### config.mk
export PLATFORM = sky130hd
export DESIGN_NAME = brick_wall_ctrl_flat
export DESIGN_NICKNAME = d
export VERILOG_FILES = /design/src/rtl/brick_wall_ctrl_if.sv /design/src/rtl/brick_wall_ctrl.sv /design/src/flat_wrapper.sv
export SDC_FILE = /design/constraint.sdc
export NUM_CORES = 1
export LEC_CHECK = 0
export CORE_ASPECT_RATIO = 0.75
export CORE_MARGIN = 2
export CORE_UTILIZATION = 58
export CTS_CLUSTER_DIAMETER = 30
export CTS_CLUSTER_SIZE = 10
export DETAILED_ROUTE_END_ITERATION = 7
export PLACE_DENSITY = 0.94
export SLEW_MARGIN = 20
export SYNTH_ARGS = -nofsm -noshare
export SYNTH_HDL_FRONTEND = slang
export SYNTH_SLANG_ARGS = --single-unit
### constraint.sdc
create_clock -name i_clk -period 7.9 [get_ports i_clk]
set_clock_uncertainty 0.1 [all_clocks]
set_input_delay 1.185 -clock i_clk [delete_from_list [all_inputs] [get_ports i_clk]]
set_output_delay 1.185 -clock i_clk [all_outputs]
set_load 0.005 [all_outputs]
### src/rtl/brick_wall_ctrl_if.sv
// brick_wall_ctrl_if
// Hit-query handshake between the ball collision logic (master) and the
// brick wall controller (slave).
//   i_hit_req  master->slave  query valid, held until o_hit_ack
//   i_hit_x    master->slave  query x in pixels
//   i_hit_y    master->slave  query y in pixels
//   o_hit_ack  slave->master  one-cycle pulse, query finished
//   o_hit      slave->master  valid with ack, 1 = a live brick was destroyed
//   o_busy     slave->master  controller is not idle
interface brick_wall_ctrl_if;
    logic        i_hit_req;
    logic [11:0] i_hit_x;
    logic [11:0] i_hit_y;
    logic        o_hit_ack;
    logic        o_hit;
    logic        o_busy;

    modport master (
        output i_hit_req, i_hit_x, i_hit_y,
        input  o_hit_ack, o_hit, o_busy
    );

    modport slave (
        input  i_hit_req, i_hit_x, i_hit_y,
        output o_hit_ack, o_hit, o_busy
    );
endinterface

### src/rtl/brick_wall_ctrl.sv
// brick_wall_ctrl
// Owns the Breakout brick wall: a ROWS x COLS alive bitmap shared by the
// collision logic (serialised hit queries) and the pixel renderer.
// Ports:
//   i_clk, i_rst_n   clock, asynchronous active-low reset
//   i_start          new game: refill the wall, clear the score (pulse)
//   hit_bus          hit-query handshake (slave side of brick_wall_ctrl_if)
//   i_pix_x/i_pix_y  renderer pixel coordinate
//   o_pix_brick      registered: pixel lies on a live brick (mortar excluded)
//   o_score          score, saturating at 511
//   o_bricks_left    number of live bricks
//   o_endgame        wall empty, held until the next start
module brick_wall_ctrl #(
    parameter int COLS    = 8,
    parameter int ROWS    = 4,
    parameter int BW_LOG2 = 6,
    parameter int BH_LOG2 = 4,
    parameter int X0      = 64,
    parameter int Y0      = 48,
    parameter int PTS     = 1,
    localparam int NB     = ROWS * COLS,
    localparam int BL_W   = $clog2(NB + 1)
) (
    input  logic                i_clk,
    input  logic                i_rst_n,
    input  logic                i_start,
    brick_wall_ctrl_if.slave    hit_bus,
    input  logic [11:0]         i_pix_x,
    input  logic [11:0]         i_pix_y,
    output logic                o_pix_brick,
    output logic [8:0]          o_score,
    output logic [BL_W-1:0]     o_bricks_left,
    output logic                o_endgame
);

    localparam int IDX_W = (NB > 1) ? $clog2(NB) : 1;
    localparam int ROW_W = (ROWS > 1) ? $clog2(ROWS) : 1;

    localparam logic [11:0] X_LO = 12'(X0);
    localparam logic [11:0] X_HI = 12'(X0 + (COLS << BW_LOG2));
    localparam logic [11:0] Y_LO = 12'(Y0);
    localparam logic [11:0] Y_HI = 12'(Y0 + (ROWS << BH_LOG2));

    typedef enum logic [2:0] {
        IDLE,
        DECODE,
        CHECK,
        RESP,
        FILL
    } state_t;

    state_t            state;
    logic [NB-1:0]     alive;
    logic [11:0]       q_x;
    logic [11:0]       q_y;
    logic              inside_r;
    logic [IDX_W-1:0]  idx_r;
    logic [ROW_W-1:0]  fill_row;
    logic              start_pend;
    logic              ack_r;
    logic              hit_r;
    logic              busy_r;
    logic              pix_r;
    logic [8:0]        score;
    logic [BL_W-1:0]   bricks_left;
    logic              endgame;

    logic              q_inside;
    logic [11:0]       q_dx;
    logic [11:0]       q_dy;
    logic [IDX_W-1:0]  q_idx;
    logic              p_inside;
    logic [11:0]       p_dx;
    logic [11:0]       p_dy;
    logic [IDX_W-1:0]  p_idx;
    logic              p_on_brick;
    logic [9:0]        score_sum;

    // Decode the latched query point and the renderer pixel into a brick
    // index. Offsets are only formed when the point is inside the wall, so
    // the subtraction never wraps and idx stays in range.
    always_comb begin
        q_inside = (q_x >= X_LO) && (q_x < X_HI) && (q_y >= Y_LO) && (q_y < Y_HI);
        q_dx     = q_inside ? (q_x - X_LO) : 12'd0;
        q_dy     = q_inside ? (q_y - Y_LO) : 12'd0;
        q_idx    = IDX_W'(((q_dy >> BH_LOG2) * COLS) + (q_dx >> BW_LOG2));

        p_inside = (i_pix_x >= X_LO) && (i_pix_x < X_HI) &&
                   (i_pix_y >= Y_LO) && (i_pix_y < Y_HI);
        p_dx     = p_inside ? (i_pix_x - X_LO) : 12'd0;
        p_dy     = p_inside ? (i_pix_y - Y_LO) : 12'd0;
        p_idx    = IDX_W'(((p_dy >> BH_LOG2) * COLS) + (p_dx >> BW_LOG2));
        // Zero offset in x or y is the one-pixel mortar line at the brick's
        // left/top edge.
        p_on_brick = p_inside && alive[p_idx] &&
                     (p_dx[BW_LOG2-1:0] != '0) && (p_dy[BH_LOG2-1:0] != '0);

        score_sum = 10'(score) + 10'(PTS);
    end

    // Query FSM plus game state. start_pend remembers a start pulse seen in
    // any state; it is only acted on from IDLE so an in-flight query always
    // completes and is acked before the wall is refilled.
    always_ff @(posedge i_clk or negedge i_rst_n) begin
        if (!i_rst_n) begin
            state       <= IDLE;
            alive       <= '1;
            q_x         <= '0;
            q_y         <= '0;
            inside_r    <= 1'b0;
            idx_r       <= '0;
            fill_row    <= '0;
            start_pend  <= 1'b0;
            ack_r       <= 1'b0;
            hit_r       <= 1'b0;
            busy_r      <= 1'b0;
            score       <= '0;
            bricks_left <= BL_W'(NB);
            endgame     <= 1'b0;
        end else begin
            ack_r <= 1'b0;
            if (i_start) begin
                start_pend <= 1'b1;
            end
            case (state)
                IDLE: begin
                    if (start_pend) begin
                        state       <= FILL;
                        busy_r      <= 1'b1;
                        fill_row    <= '0;
                        score       <= '0;
                        bricks_left <= BL_W'(NB);
                        endgame     <= 1'b0;
                        if (!i_start) begin
                            start_pend <= 1'b0;
                        end
                    end else if (hit_bus.i_hit_req) begin
                        q_x    <= hit_bus.i_hit_x;
                        q_y    <= hit_bus.i_hit_y;
                        state  <= DECODE;
                        busy_r <= 1'b1;
                    end
                end
                DECODE: begin
                    inside_r <= q_inside;
                    idx_r    <= q_idx;
                    state    <= CHECK;
                end
                CHECK: begin
                    if (inside_r && alive[idx_r]) begin
                        alive[idx_r] <= 1'b0;
                        score        <= (score_sum > 10'd511) ? 9'd511 : score_sum[8:0];
                        bricks_left  <= bricks_left - 1'b1;
                        hit_r        <= 1'b1;
                        if (bricks_left == BL_W'(1)) begin
                            endgame <= 1'b1;
                        end
                    end else begin
                        hit_r <= 1'b0;
                    end
                    ack_r <= 1'b1;
                    state <= RESP;
                end
                RESP: begin
                    hit_r  <= 1'b0;
                    busy_r <= 1'b0;
                    state  <= IDLE;
                end
                FILL: begin
                    alive[fill_row*COLS +: COLS] <= '1;
                    if (fill_row == ROW_W'(ROWS - 1)) begin
                        state  <= IDLE;
                        busy_r <= 1'b0;
                    end else begin
                        fill_row <= fill_row + 1'b1;
                    end
                end
                default: begin
                    state  <= IDLE;
                    busy_r <= 1'b0;
                end
            endcase
        end
    end

    // Renderer lookup runs every cycle regardless of the FSM.
    always_ff @(posedge i_clk or negedge i_rst_n) begin
        if (!i_rst_n) begin
            pix_r <= 1'b0;
        end else begin
            pix_r <= p_on_brick;
        end
    end

    assign hit_bus.o_hit_ack = ack_r;
    assign hit_bus.o_hit     = hit_r;
    assign hit_bus.o_busy    = busy_r;
    assign o_pix_brick       = pix_r;
    assign o_score           = score;
    assign o_bricks_left     = bricks_left;
    assign o_endgame         = endgame;

endmodule

### src/flat_wrapper.sv
// flat-port wrapper written by rule: the top's interface ports become plain ports
module brick_wall_ctrl_flat 
#(
    parameter int COLS    = 8,
    parameter int ROWS    = 4,
    parameter int BW_LOG2 = 6,
    parameter int BH_LOG2 = 4,
    parameter int X0      = 64,
    parameter int Y0      = 48,
    parameter int PTS     = 1,
    localparam int NB     = ROWS * COLS,
    localparam int BL_W   = $clog2(NB + 1)
)
  (i_clk, i_rst_n, i_start, i_pix_x, i_pix_y, o_pix_brick, o_score, o_bricks_left, o_endgame, hit_bus_i_hit_req, hit_bus_i_hit_x, hit_bus_i_hit_y, hit_bus_o_hit_ack, hit_bus_o_hit, hit_bus_o_busy);
  brick_wall_ctrl_if hit_bus_i ();
  input  logic i_clk;
  input  logic i_rst_n;
  input  logic i_start;
  input  logic [11:0] i_pix_x;
  input  logic [11:0] i_pix_y;
  output logic o_pix_brick;
  output logic [8:0] o_score;
  output logic [BL_W-1:0] o_bricks_left;
  output logic o_endgame;
  input wire logic [$bits(hit_bus_i.i_hit_req)-1:0] hit_bus_i_hit_req;
  input wire logic [$bits(hit_bus_i.i_hit_x)-1:0] hit_bus_i_hit_x;
  input wire logic [$bits(hit_bus_i.i_hit_y)-1:0] hit_bus_i_hit_y;
  output wire logic [$bits(hit_bus_i.o_hit_ack)-1:0] hit_bus_o_hit_ack;
  output wire logic [$bits(hit_bus_i.o_hit)-1:0] hit_bus_o_hit;
  output wire logic [$bits(hit_bus_i.o_busy)-1:0] hit_bus_o_busy;
  assign hit_bus_i.i_hit_req = hit_bus_i_hit_req;
  assign hit_bus_i.i_hit_x = hit_bus_i_hit_x;
  assign hit_bus_i.i_hit_y = hit_bus_i_hit_y;
  assign hit_bus_o_hit_ack = hit_bus_i.o_hit_ack;
  assign hit_bus_o_hit = hit_bus_i.o_hit;
  assign hit_bus_o_busy = hit_bus_i.o_busy;
  brick_wall_ctrl #(.COLS(COLS), .ROWS(ROWS), .BW_LOG2(BW_LOG2), .BH_LOG2(BH_LOG2), .X0(X0), .Y0(Y0), .PTS(PTS)) u_core (.i_clk(i_clk), .i_rst_n(i_rst_n), .i_start(i_start), .hit_bus(hit_bus_i), .i_pix_x(i_pix_x), .i_pix_y(i_pix_y), .o_pix_brick(o_pix_brick), .o_score(o_score), .o_bricks_left(o_bricks_left), .o_endgame(o_endgame));
endmodule
==> results.cfg, run 1 <==
[status]
status = completed

[sta]
fmax_mhz = 211
relSlewSlack = 0.394
fin_ws_ns = 3.16
fin_crit_sh = 0.600
slew_violations = 0
tightest_slew_ns = 0.907
final.setup.tns_ns = 0
layout_min_cycle_time_ns = 4.74
hold_slack_ns = 0.396
rsz0062_at_grt = false
setup-violations-final = 0
hold_viol = 0

[detailed_routing]
drt_wl_total_mm = 11.0
drt_iter0_drc = 301
wire_per_inst_um = 17.4
ant_nets = 0
num_vias = 3887
via_per_inst = 6.13
drt_first_pass_iters = 5
drc = 0

[finish]
fin_area_um2 = 5540
nNetsFinal = 592
antenna_cells = 0
synthToLayoutAreaGrowth_pct = 19.7
layout-drive-gt1-share = 0.166
finalCoreUtilization = 0.709
nFillCells = 567

[clock_network]
cts.sink_count = 84
post_cts_buffers = 0
cts_made_buffers = 9
cts_buffer_depth = 2
cts.repair.resized = 0
cts_max_level = 3
ctsHoldBuffers = 0
clock_latency_ns = 0.37
tritoncts = done
cts_root_buf = clkbuf_8
path_clk_slew_ns = 0.09

[logic_synthesis]
syn_area_per_cell_um2 = 9.91
ys_seq_area_frac = 0.463
synth_nets = 535
netlist_area_um2 = 4630
synth_edf_count = 0
yosys-top-cells-area = dfrtp_1 (28%), dfstp_2 (19%), mux4_2 (4.9%)
synth_top_area_cell = dfrtp_1
synthDistinctLibCells = 54
syn_inst = 467
ys.flop_type = dfrtp_1
synth_seq_cells = 84
ys_warn_count = 0
async_reset_ff_frac = 1.00
yosysTopAreaCellShare = 0.276

[place]
dp_hpwl_mm = 7.72
place.gp.congestion = 0.878
placed_area_um2 = 5350
pre_cts_slack_ns = 2.88
port_buffers = 67

[global_route]
grt.overflow.total = 0
grt_usage = 0.264
grt_pass1_vias = 3725
antenna_found_initial = 0
grt_pass1_wl_mm = 18.0
grt_start_max_net_pins = 85

[pwr]
peakVddDrop_mv = 0.164
powerDensity_nw_per_um2 = 220
p_leak_nw = 2.28

[floorplanning]
initial_core_util = 0.593
die-area_um2 = 8720
pin_count = 72
die_w_um = 107
core-area_um2 = 7810
fp.dieH_um = 81.4
rows = 28

[job]
cap_violations = 0

[worst_hold_path]
hold_class = reg -> reg

[worst_setup_path]
startpoint_type = primary input
critPathArrivalTime_ns = 4.90
reg2reg_slack_ns = 4.60
worstSetupPathType = in -> reg
worstPathMaxFanout = 15
end_kind = flop
worstPathRequired_ns = 8.06
## per-stage QoR
stage	std cells	total power [mW]
after global placement	618	0.905
after CTS	634	1.22
after floorplan	467	0.813
after detailed placement	618	0.932
after global routing	634	1.29
final	634	1.22
## cell usage in the layout, fill, tap and decap left out, types with 3 or more instances in the layout
| cell | instances |
|---|---|
| a31oi_1 | 8 |
| nand2_1 | 60 |
| clkdlybuf4s50_1 | 66 |
| o31ai_1 | 6 |
| dfrtp_1 | 51 |
| clkinvlp_4 | 3 |
| o21ai_0 | 12 |
| clkbuf_8 | 10 |
| nor2b_1 | 3 |
| nor3_1 | 10 |
| mux2_2 | 19 |
| nor3b_1 | 6 |
| and3_1 | 4 |
| nand2b_1 | 5 |
| mux2_1 | 4 |
| xor2_1 | 4 |
| o41ai_1 | 4 |
| nor4_1 | 5 |
| inv_1 | 18 |
| o22ai_1 | 4 |
| mux4_2 | 10 |
| nor2_1 | 20 |
| a22oi_1 | 3 |
| a211oi_1 | 5 |
| o21ai_1 | 32 |
| ha_1 | 16 |
| a21oi_1 | 44 |
| nand3_1 | 10 |
| and2_1 | 5 |
| dfstp_2 | 33 |
| xnor2_1 | 14 |
## cells by family (layout without fill, tap and decap cells)
group / count (synthesis) / after routing / synth area share
xor+xnor: 18 / 18 / 0.0341
compound gates: 132 / 132 / 0.169
mux: 35 / 35 / 0.109
simple gates: 139 / 139 / 0.145
flops: 84 / 84 / 0.463
fa+ha+maj: 16 / 16 / 0.0432
buf+inv: 43 / 105 / 0.0370
## layer usage
metal / routed length, um / global-route usage
met5: 0 / 0
met1: 4660 / 0.351
met4: 87 / 0.0442
met3: 953 / 0.0746
met2: 5300 / 0.444
## cell usage after synthesis, drive strengths merged, types with 3 or more instances
cell	n
mux2	23
o41ai	4
buf	5
nor4	5
a211oi	5
a22oi	3
nor2	20
nor3b	6
nand2b	5
a31oi	8
clkbuf	18
ha	16
a21oi	44
and3	4
mux4	10
o21ai	44
nand2	60
inv	20
nand3	10
and2	6
dfrtp	51
xnor2	14
or3	3
xor2	4
a2111oi	3
o31ai	6
o22ai	4
nor3	11
dfstp	33
nor2b	3
## worst paths after layout
path,start,cells past startpoint,endpoint
max in group asynchronous,i_rst_n,1,u_core.q_y[6]$_DFFE_PN0P_
min,u_core.alive[31]$_DFFE_PN1P_,2,u_core.alive[31]$_DFFE_PN1P_
max reg2reg,u_core.idx_r[0]$_DFFE_PN0P_,8,u_core.o_score[8]$_DFFE_PN0P_
min in group asynchronous,i_rst_n,1,u_core.o_endgame$_DFFE_PN0P_
max,i_pix_x[6],13,u_core.o_pix_brick$_DFF_PN0_
min reg2reg,u_core.alive[31]$_DFFE_PN1P_,2,u_core.alive[31]$_DFFE_PN1P_
## layout make-up
class | count | area, um^2 | share of cell area
Sequential cell | 84 | 2140 | 0.387
Inverter | 20 | 75.1 | 0.0135
Clock buffer | 10 | 138 | 0.0248
Multi-Input combinational cell | 340 | 2320 | 0.419
Timing Repair Buffer | 69 | 687 | 0.124
Clock inverter | 6 | 48.8 | 0.00880
Tap cell | 105 | 131 | 0.0237
## worst max-delay path: stages
cell and delay (ns):
clkdlybuf4s50_1 0.93, inv_2 0.22, ha_1 0.33, nor3b_1 0.19
o311a_1 0.15, or3_4 0.48, nor2_1 0.13, ha_1 0.17
xor2_1 0.18, xnor2_1 0.15, xor2_1 0.23, o221ai_1 0.17
a2111oi_2 0.37
## flip-flops by register name (all words and copies together), names as in the netlist
name and cells:
u_core.fill_row 2, u_core.o_pix_brick 1, u_core.o_bricks_left 6, u_core.hit_bus.o_hit_ack 1, u_core.q_x 12, u_core.hit_bus.o_busy 1, u_core.idx_r 5, u_core.start_pend 1
u_core.o_score 9, u_core.o_endgame 1, u_core.hit_bus.o_hit 1, u_core.state 3, u_core.alive 32, u_core.q_y 8, u_core.inside_r 1
## power breakdown
part	switching [mW]	internal [mW]	total (mW)	leakage [nW]
Sequential	0.0568	0.497	0.554	1.01
Combinational	0.215	0.162	0.377	1.18
Clock	0.166	0.125	0.291	0.0851
Total	0.438	0.783	1.22	2.28
Power figures use the tool's default switching activity.
==> inputs of run 2 (changes only) <==
Settings changed: CORE_UTILIZATION 58 to 49, PLACE_DENSITY 0.94 to 0.86.
Clock period 7.9 ns to 4 ns, I/O delays scaled along.
==> results.cfg, run 2 (synthesis gave the netlist of run 1 again) <==
[status]
status = completed

[global_route]
grt.overflow.total = 0
grt_start_max_net_pins = 85
grt_pass1_vias = 3848
antenna_found_initial = 0
grt_usage = 0.228
grt_pass1_wl_mm = 18.3

[clock_network]
path_clk_slew_ns = 0.07
tritoncts = done
cts_made_buffers = 9
clock_latency_ns = 0.34
cts_root_buf = clkbuf_16
cts.repair.resized = 0
cts_max_level = 3
cts_buffer_depth = 2
ctsHoldBuffers = 0
cts.sink_count = 84
post_cts_buffers = 0

[place]
port_buffers = 67
place.gp.congestion = 0.907
dp.cells = 648
dp_hpwl_mm = 7.73
placed_area_um2 = 5430

[sta]
fin_crit_sh = 0.895
final.setup.tns_ns = 0
fmax_mhz = 279
rsz0062_at_grt = false
relSlewSlack = 0.454
slew_violations = 0
setup-violations-final = 0
layout_min_cycle_time_ns = 3.58
hold_viol = 0
tightest_slew_ns = 0.817

[finish]
regMostFlops = u_core.alive
final_cell_mix = clkdlybuf4s50_1 (66), nand2_1 (60), dfrtp_1 (51), a21oi_1 (44), dfstp_2 (33)
final_cells = 664
nNetsFinal = 599
fin_area_um2 = 5730
layout-drive-gt1-share = 0.177
synthToLayoutAreaGrowth_pct = 23.8
largest_reg_flops = 32
mostFrequentLayoutCell = clkdlybuf4s50_1
antenna_cells = 0

[worst_setup_path]
end_kind = flop
reg2reg_slack_ns = 1.02
worstPathMaxFanout = 3
worst_r2r_endpoint = u_core.o_score[8]$_DFFE_PN0P_
critPathArrivalTime_ns = 3.71
worstSetupPathType = in -> reg
r2r_start = u_core.idx_r[0]$_DFFE_PN0P_
startpoint_type = primary input
worstPathRequired_ns = 4.13
ff2ff_path_depth = 8

[detailed_routing]
drt_first_pass_iters = 5
ant_nets = 0
drt_wl_total_mm = 10.9
drt_iter0_drc = 334
wire_per_inst_um = 16.5
via_per_inst = 5.85
drc = 0
num_vias = 3882

[floorplanning]
core-area_um2 = 9120
die_w_um = 116
rows = 30
die-area_um2 = 10200
fp.dieH_um = 88.2
pin_count = 72
initial_core_util = 0.508

[pwr]
p_leak_nw = 2.37
peakVddDrop_mv = 0.272
powerDensity_nw_per_um2 = 460
power_mw = 2.64

[job]
cap_violations = 0

[worst_hold_path]
hold_class = in -> async
==> run 2: cell types whose count changed in the layout (fill, tap and decap cells not counted) <==
| cell | delta |
|---|---|
| clkbuf_8 | -9 |
| inv_8 | +1 |
| clkinvlp_4 | -3 |
| buf_4 | +7 |
| clkbuf_16 | +9 |
| inv_6 | +1 |
| clkinv_4 | +1 |
==> run 2: through the flow <==
stage | util | setup slack (ns) | hold WS, ns
finish | 0.628 | 0.421 | 0.177
global route | 0.628 | 0.233 | 0.264
CTS | 0.628 | 0.409 | 0.382
detailed placement | 0.596 | 0.0870 | 0.381
global placement | 0.596 | 0.122 | 0.374
floorplan | - | 0.551 | 0.204
==> run 2: final cells by class <==
| class | count | area (um^2) |
|---|---|---|
| Timing Repair Buffer | 76 | 739 |
| Sequential cell | 84 | 2140 |
| Clock inverter | 6 | 55.1 |
| Multi-Input combinational cell | 340 | 2320 |
| Inverter | 20 | 75.1 |
| Fill cell | 736 | 3390 |
| Clock buffer | 10 | 239 |
| Tap cell | 128 | 160 |
==> run 2: layer usage <==
layer	vias up	share of wire	routed length, um	track usage
li1	1810	-	-	-
met1	1880	0.43	4670	0.306
met2	181	0.46	5080	0.361
met3	11	0.096	1050	0.0616
met4	0	0.014	148	0.0801
met5	-	0	0	0
==> run 2: worst max-delay path, cell delays in order <==
cell	delay, ns
clkdlybuf4s50_1	0.40
or4_4	0.53
o311a_1	0.39
or3_4	0.41
nor2_1	0.11
ha_1	0.16
xor2_1	0.17
xnor2_1	0.15
xor2_1	0.21
o221ai_1	0.17
a2111oi_2	0.39
==> run 2: report_power, final <==
part	switching, mW	internal [mW]
sequential	0.108	0.983
clock	0.360	0.450
combinational	0.415	0.324
==> run 2: worst max-delay path by stage <==
stage                              endpoint  slack [ns]  startpoint  cells after the start
4_1_cts        u_core.o_pix_brick$_DFF_PN0_        0.41  i_pix_x[0]                     11
6_report       u_core.o_pix_brick$_DFF_PN0_        0.42  i_pix_x[0]                     11
2_1_floorplan  u_core.o_pix_brick$_DFF_PN0_        0.55  i_pix_x[0]                     11
3_3_place_gp   u_core.o_pix_brick$_DFF_PN0_        0.12  i_pix_x[0]                     11
3_5_place_dp   u_core.o_pix_brick$_DFF_PN0_        0.09  i_pix_x[0]                     11
5_1_grt        u_core.o_pix_brick$_DFF_PN0_        0.23  i_pix_x[0]                     11
==> patch 1 (flow settings as in run 2) <==
`ROWS` is set to 4 in 2 places; all go to 8.
--- a/src/rtl/brick_wall_ctrl.sv
+++ b/src/rtl/brick_wall_ctrl.sv
@@ -12,7 +12,7 @@
 //   o_endgame        wall empty, held until the next start
 module brick_wall_ctrl #(
     parameter int COLS    = 8,
-    parameter int ROWS    = 4,
+    parameter int ROWS    = 8,
     parameter int BW_LOG2 = 6,
     parameter int BH_LOG2 = 4,
     parameter int X0      = 64,
--- a/src/flat_wrapper.sv
+++ b/src/flat_wrapper.sv
@@ -2,7 +2,7 @@
 module brick_wall_ctrl_flat 
 #(
     parameter int COLS    = 8,
-    parameter int ROWS    = 4,
+    parameter int ROWS    = 8,
     parameter int BW_LOG2 = 6,
     parameter int BH_LOG2 = 4,
     parameter int X0      = 64,
Interface: changed (resized o_bricks_left); port bits go from 72 to 73. No check against the original RTL was run, so the function may have changed too.
==> patch 1 against run 2 <==
  * Worst setup slack got worse by 180 ps
  * Total power rose by 61%
  * Combinational power rose by 80%
  * Die area rose by 60%
  * Sequential cell count rose by 35
  * Wire length rose by 86%
  * Area after synthesis rose by 63%
  * Cell area rose by 57%
  * Highest routed layer unchanged
==> patch 1: results (changes against run 2) <==
* Resized Gates After CTS at 0 (unchanged)
* Synth cell types at 71 (was 54)
* HPWL after detailed placement at 13870 µm (was 7735 µm)
* Largest reg by FF count: u_core.alive (unchanged)
* # fillers at 1238 (was 736)
* Worst r2r path cells at 9 (was 8)
* Global-route wire length before repair at 33800 µm (was 18310 µm)
* 1st-iter DRT viols at 841 (was 334)
* Initial antenna violation count at 0 (unchanged)
* First-pass DRT Iterations at 5 (unchanged)
* Top cells by count, synth: o21ai_0, nand2_1, nor2_1 (was nand2_1, dfrtp_1, a21oi_1)
* Cells taking the most area after synthesis: dfstp_2, dfrtp_1, o21ai_0, mux2_2, nand2_1 (was dfrtp_1, dfstp_2, mux4_2, nand2_1, a21oi_1)
* Pleak at 3.638 nW (was 2.369 nW)
* Slowest-stage cell, CP: nor3b_1 (was or4_4)
* CTS root buf: clkbuf_16 (unchanged)
* CTS Buffer Depth at 2 (unchanged)
* WP data arrival at 3990 ps (was 3710 ps)
* Setup bufs post-CTS at 0 (unchanged)
* R2R setup slack at 240 ps (was 1020 ps)
* # diodes at 0 (unchanged)
* CP startpoint: u_core.idx_r[2] (was i_pix_x[0])
* Worst setup endpoint: u_core.alive[34] (was u_core.o_pix_brick)
* Gr usage total at 25.49% (was 22.82%)
* Net Count, Synth at 897 (was 535)
* Setup CP Type: reg2reg (was in2reg)
* Largest register FFs at 64 (was 32)
* Measured slew at the worst slew-check pin at 1196 ps (was 817.1 ps)
* Share of cells above drive strength 1 at 19.93% (was 17.72%)
* Vias in the first global route at 6779 (was 3848)
* DR vias at 6862 (was 3882)
* Slowest Stage Delay on Critical Path at 1120 ps (was 530 ps)
* Seq/Total Area, Yosys at 40.49% (was 46.30%)
* Clock-pin transition on the worst setup and hold timing paths at 50 ps (was 70 ps)
* Max rail drop VDD at 371.3 µV (was 271.6 µV)
* Status: finished clean (unchanged)
* Core area at 15180 µm² (was 9121 µm²)
* CTS H-tree lvls at 4 (was 3)
* CP Max Fanout at 39 (was 3)
* Ys Warns at 0 (unchanged)
* Final nets at 954 (was 599)
* Port bufs at 68 (was 67)
* Drt wl/cell at 18.58 µm (was 16.49 µm)
* Hold Crit Class: in2async (unchanged)
* Inserted Clock Buffers at 17 (was 9)
* FFs w/ async S/R, synth at 100.0% (unchanged)
* Clk_lat worst skew at 410 ps (was 340 ps)
* Routability cong. at 0.9603 (was 0.9065)
* Largest net degree at the start of global routing at 70 (was 85)
-- patch 1: cell types whose count changed after synthesis, sizes merged, moves of 9 or more --
cell | run 2 | this run
nand3b | 0 | 12
nand3 | 10 | 24
o21ai | 44 | 89
a21o | 2 | 19
or3b | 0 | 9
clkbuf | 18 | 29
dfstp | 33 | 65
nand2 | 60 | 85
nor2 | 20 | 67
a31oi | 8 | 44
a21oi | 44 | 54
mux2i | 2 | 15
buf | 5 | 24
-- patch 1: cell families (layout without fill, tap and decap cells) --
kind of cell / after synthesis / in the layout / share of synthesized area (%)
XOR/XNOR: 18 / 18 / 2.086
buffers and inverters: 78 / 147 / 4.355
adder cells (fa/ha/maj): 21 / 21 / 3.676
multiplexers: 56 / 56 / 9.886
AO/OA/AOI/OAI: 259 / 259 / 21.49
flip-flops: 119 / 119 / 40.49
AND/OR/NAND/NOR: 273 / 273 / 18.02
-- patch 1: layer usage --
layer | track usage (%) | share of wire, % | vias up
li1 | - | - | 3132
met1 | 34.65 | 42 | 3297
met2 | 38.97 | 45 | 388
met5 | 0 | 0 | -
met4 | 8.141 | 1.9 | 0
met3 | 8.238 | 11 | 45
-- patch 1: stage by stage --
stage	setup slack (ps)	total power, W	std cells	area (µm²)	utilization [%]
finish	237.4	0.004258	1098	8979	59.16
global route	188.2	0.004516	1098	8979	59.16
CTS	427.3	0.004255	1098	8979	59.16
detailed placement	61.11	0.002899	1067	8474	55.84
global placement	170.3	0.002853	1067	8474	55.84
floorplan	82.45	0.002520	824	7557	-
-- patch 1: worst max-delay path, delay by kind of cell, from the launching register on --
family,cells,cell delay (ps)
AO/OA/AOI/OAI,4,1070
buffers and inverters,2,440
AND/OR/NAND/NOR,3,1310
flip-flops,1,750
-- patch 1: final cells by class --
type	count	share of cell area, %
Multi-Input combinational cell	627	46.50
Clock inverter	5	0.2787
Inverter	25	1.045
Clock buffer	26	5.337
Sequential cell	119	34.09
Timing Repair Buffer	91	9.894
Tap cell	205	2.857
-- patch 1: how the worst min path moves through the flow --
stage	slack, ps	endpoint	depth (start not counted)
final	200	u_core.q_y[10]	1
after CTS	230	u_core.q_y[9]	1
after floorplan	200	u_core.fill_row[0]	0
after global routing	260	u_core.q_y[9]	1
after global placement	370	u_core.hit_bus.o_hit	1
after detailed placement	370	u_core.hit_bus.o_hit	1
-- patch 1: power breakdown --
| group | switching (W) | internal, W | total, W |
|---|---|---|---|
| Combinational | 0.000779 | 0.000552 | 0.00133 |
| Clock | 0.000514 | 0.000814 | 0.00133 |
| Sequential | 0.000184 | 0.00141 | 0.00160 |
==> patch 2 (config.mk and constraints of run 2) <==
Without the edit above. Re-encode `state_t` (5 states) as Gray code, 3 bits wide.
--- a/src/rtl/brick_wall_ctrl.sv
+++ b/src/rtl/brick_wall_ctrl.sv
@@ -42,11 +42,11 @@
     localparam logic [11:0] Y_HI = 12'(Y0 + (ROWS << BH_LOG2));
 
     typedef enum logic [2:0] {
-        IDLE,
-        DECODE,
-        CHECK,
-        RESP,
-        FILL
+        IDLE   = 3'b000,
+        DECODE = 3'b001,
+        CHECK  = 3'b011,
+        RESP   = 3'b010,
+        FILL   = 3'b110
     } state_t;
 
     state_t            state;
Check against the original RTL: same outputs for any inputs over 4 cycles, from zero or initial values and one cycle with i_rst_n low; so few cycles prove little.
==> patch 2 against run 2 <==
  * Cell area is 0.13% higher
  * Worst setup slack better by 13 ps
  * Area after synthesis is 1.8% higher
  * Sequential cell count stayed put
  * Sequential share of layout area hardly changed
  * Critical path type unchanged
  * Total power is 2.7% higher
  * Die area is 1.7% higher
  * Wire length hardly changed
  * Non-clock buffer count is 4 lower
==> patch 2: results (changes against run 2) <==
* Status: finished clean (unchanged)
* Tot Pwr at 0.002712 W (was 0.002639 W)
* Post-Synthesis Cells at 474 (was 467)
* Pleak at 2.286 nW (was 2.369 nW)
* Met3 Usage GRT at 5.627% (was 6.159%)
* Met1 GRT Util at 30.47% (was 30.60%)
* Worst r2r path cells at 7 (was 8)
* Clock group share of total power at 27.8% (was 30.7%)
* Met2 Use GR at 35.16% (was 36.10%)
* Seq/Total Area, Yosys at 45.50% (was 46.30%)
* Comb power frac at 29.2% (was 28.0%)
* Global-route wire length before repair at 18020 µm (was 18310 µm)
* Routed met3 length at 879 µm (was 1050 µm)
* Placed Instance Area at 5464 µm² (was 5434 µm²)
* M1 wire length at 4801 µm (was 4671 µm)
* Synth cell types at 58 (was 54)
* Cells taking the most area after synthesis: dfrtp_1, dfstp_2, mux2_2, a21oi_1, mux4_2 (was dfrtp_1, dfstp_2, mux4_2, nand2_1, a21oi_1)
* HPWL after detailed placement at 7920 µm (was 7735 µm)
* R2R setup slack at 1200 ps (was 1020 ps)
* Top cells by count, synth: nand2_1, dfrtp_1, a21oi_1 (unchanged)
* Net Count, Synth at 542 (was 535)
* Share of cells above drive strength 1 at 17.44% (was 17.72%)
* Vias in the first global route at 3805 (was 3848)
* Gr usage total at 22.19% (was 22.82%)
* Slack of the critical path at 434.8 ps (was 421.4 ps)
* Placement Setup Slack at 147.1 ps (was 87.02 ps)
* Measured slew at the worst slew-check pin at 806.1 ps (was 817.1 ps)
* 1st-iter DRT viols at 295 (was 334)
* Aggregate routed wire length at 10940 µm (was 10950 µm)
* Hold WS at 192.3 ps (was 177.2 ps)
* DR vias/cell at 5.873 (was 5.846)
## patch 2: cell types whose count changed after synthesis, sizes merged, moves of 3 or more
cell,run 2,this run
a31oi,8,3
inv,20,17
xnor2,14,11
nor2,20,31
and3,4,1
a21oi,44,48
buf,5,8
nand2,60,55
o21ai,44,41
clkbuf,18,15
## patch 2: worst max-delay path, cell delays in order
cell and delay (ps):
clkdlybuf4s50_1 540, clkinv_1 270, ha_1 350, nor3b_1 190, o311ai_1 160, nand3_1 290, nor2_1 190, ha_1 170
xor2_1 170, xnor2_1 150, xnor2_1 110, or4_1 400, o22ai_1 130
## patch 2: how the worst max path moves through the flow
stage / cells after the start / startpoint / end
floorplan: 13 / i_pix_x[6] / u_core.o_pix_brick
global placement: 13 / i_pix_x[6] / u_core.o_pix_brick
detailed placement: 13 / i_pix_x[6] / u_core.o_pix_brick
CTS: 13 / i_pix_x[6] / u_core.o_pix_brick
global route: 13 / i_pix_x[6] / u_core.o_pix_brick
finish: 13 / i_pix_x[6] / u_core.o_pix_brick
## patch 2: cells by family after synthesis
kind of cell             count (synthesis)  share of synthesized area (%)
multiplexers                            36                          10.92
XOR/XNOR                                16                          2.975
adder cells (fa/ha/maj)                 16                          4.250
AND/OR/NAND/NOR                        148                          15.25
buffers and inverters                   41                          3.825
AO/OA/AOI/OAI                          133                          17.29
flip-flops                              84                          45.50
## patch 2: area by class of cell
type	count	area [µm²]	share of cell area [%]
Clock buffer	11	242.7	4.229
Clock inverter	5	28.78	0.5014
Inverter	18	67.56	1.177
Multi-Input combinational cell	349	2387	41.60
Sequential cell	84	2143	37.34
Tap cell	128	160.2	2.791
Timing Repair Buffer	72	709.4	12.36
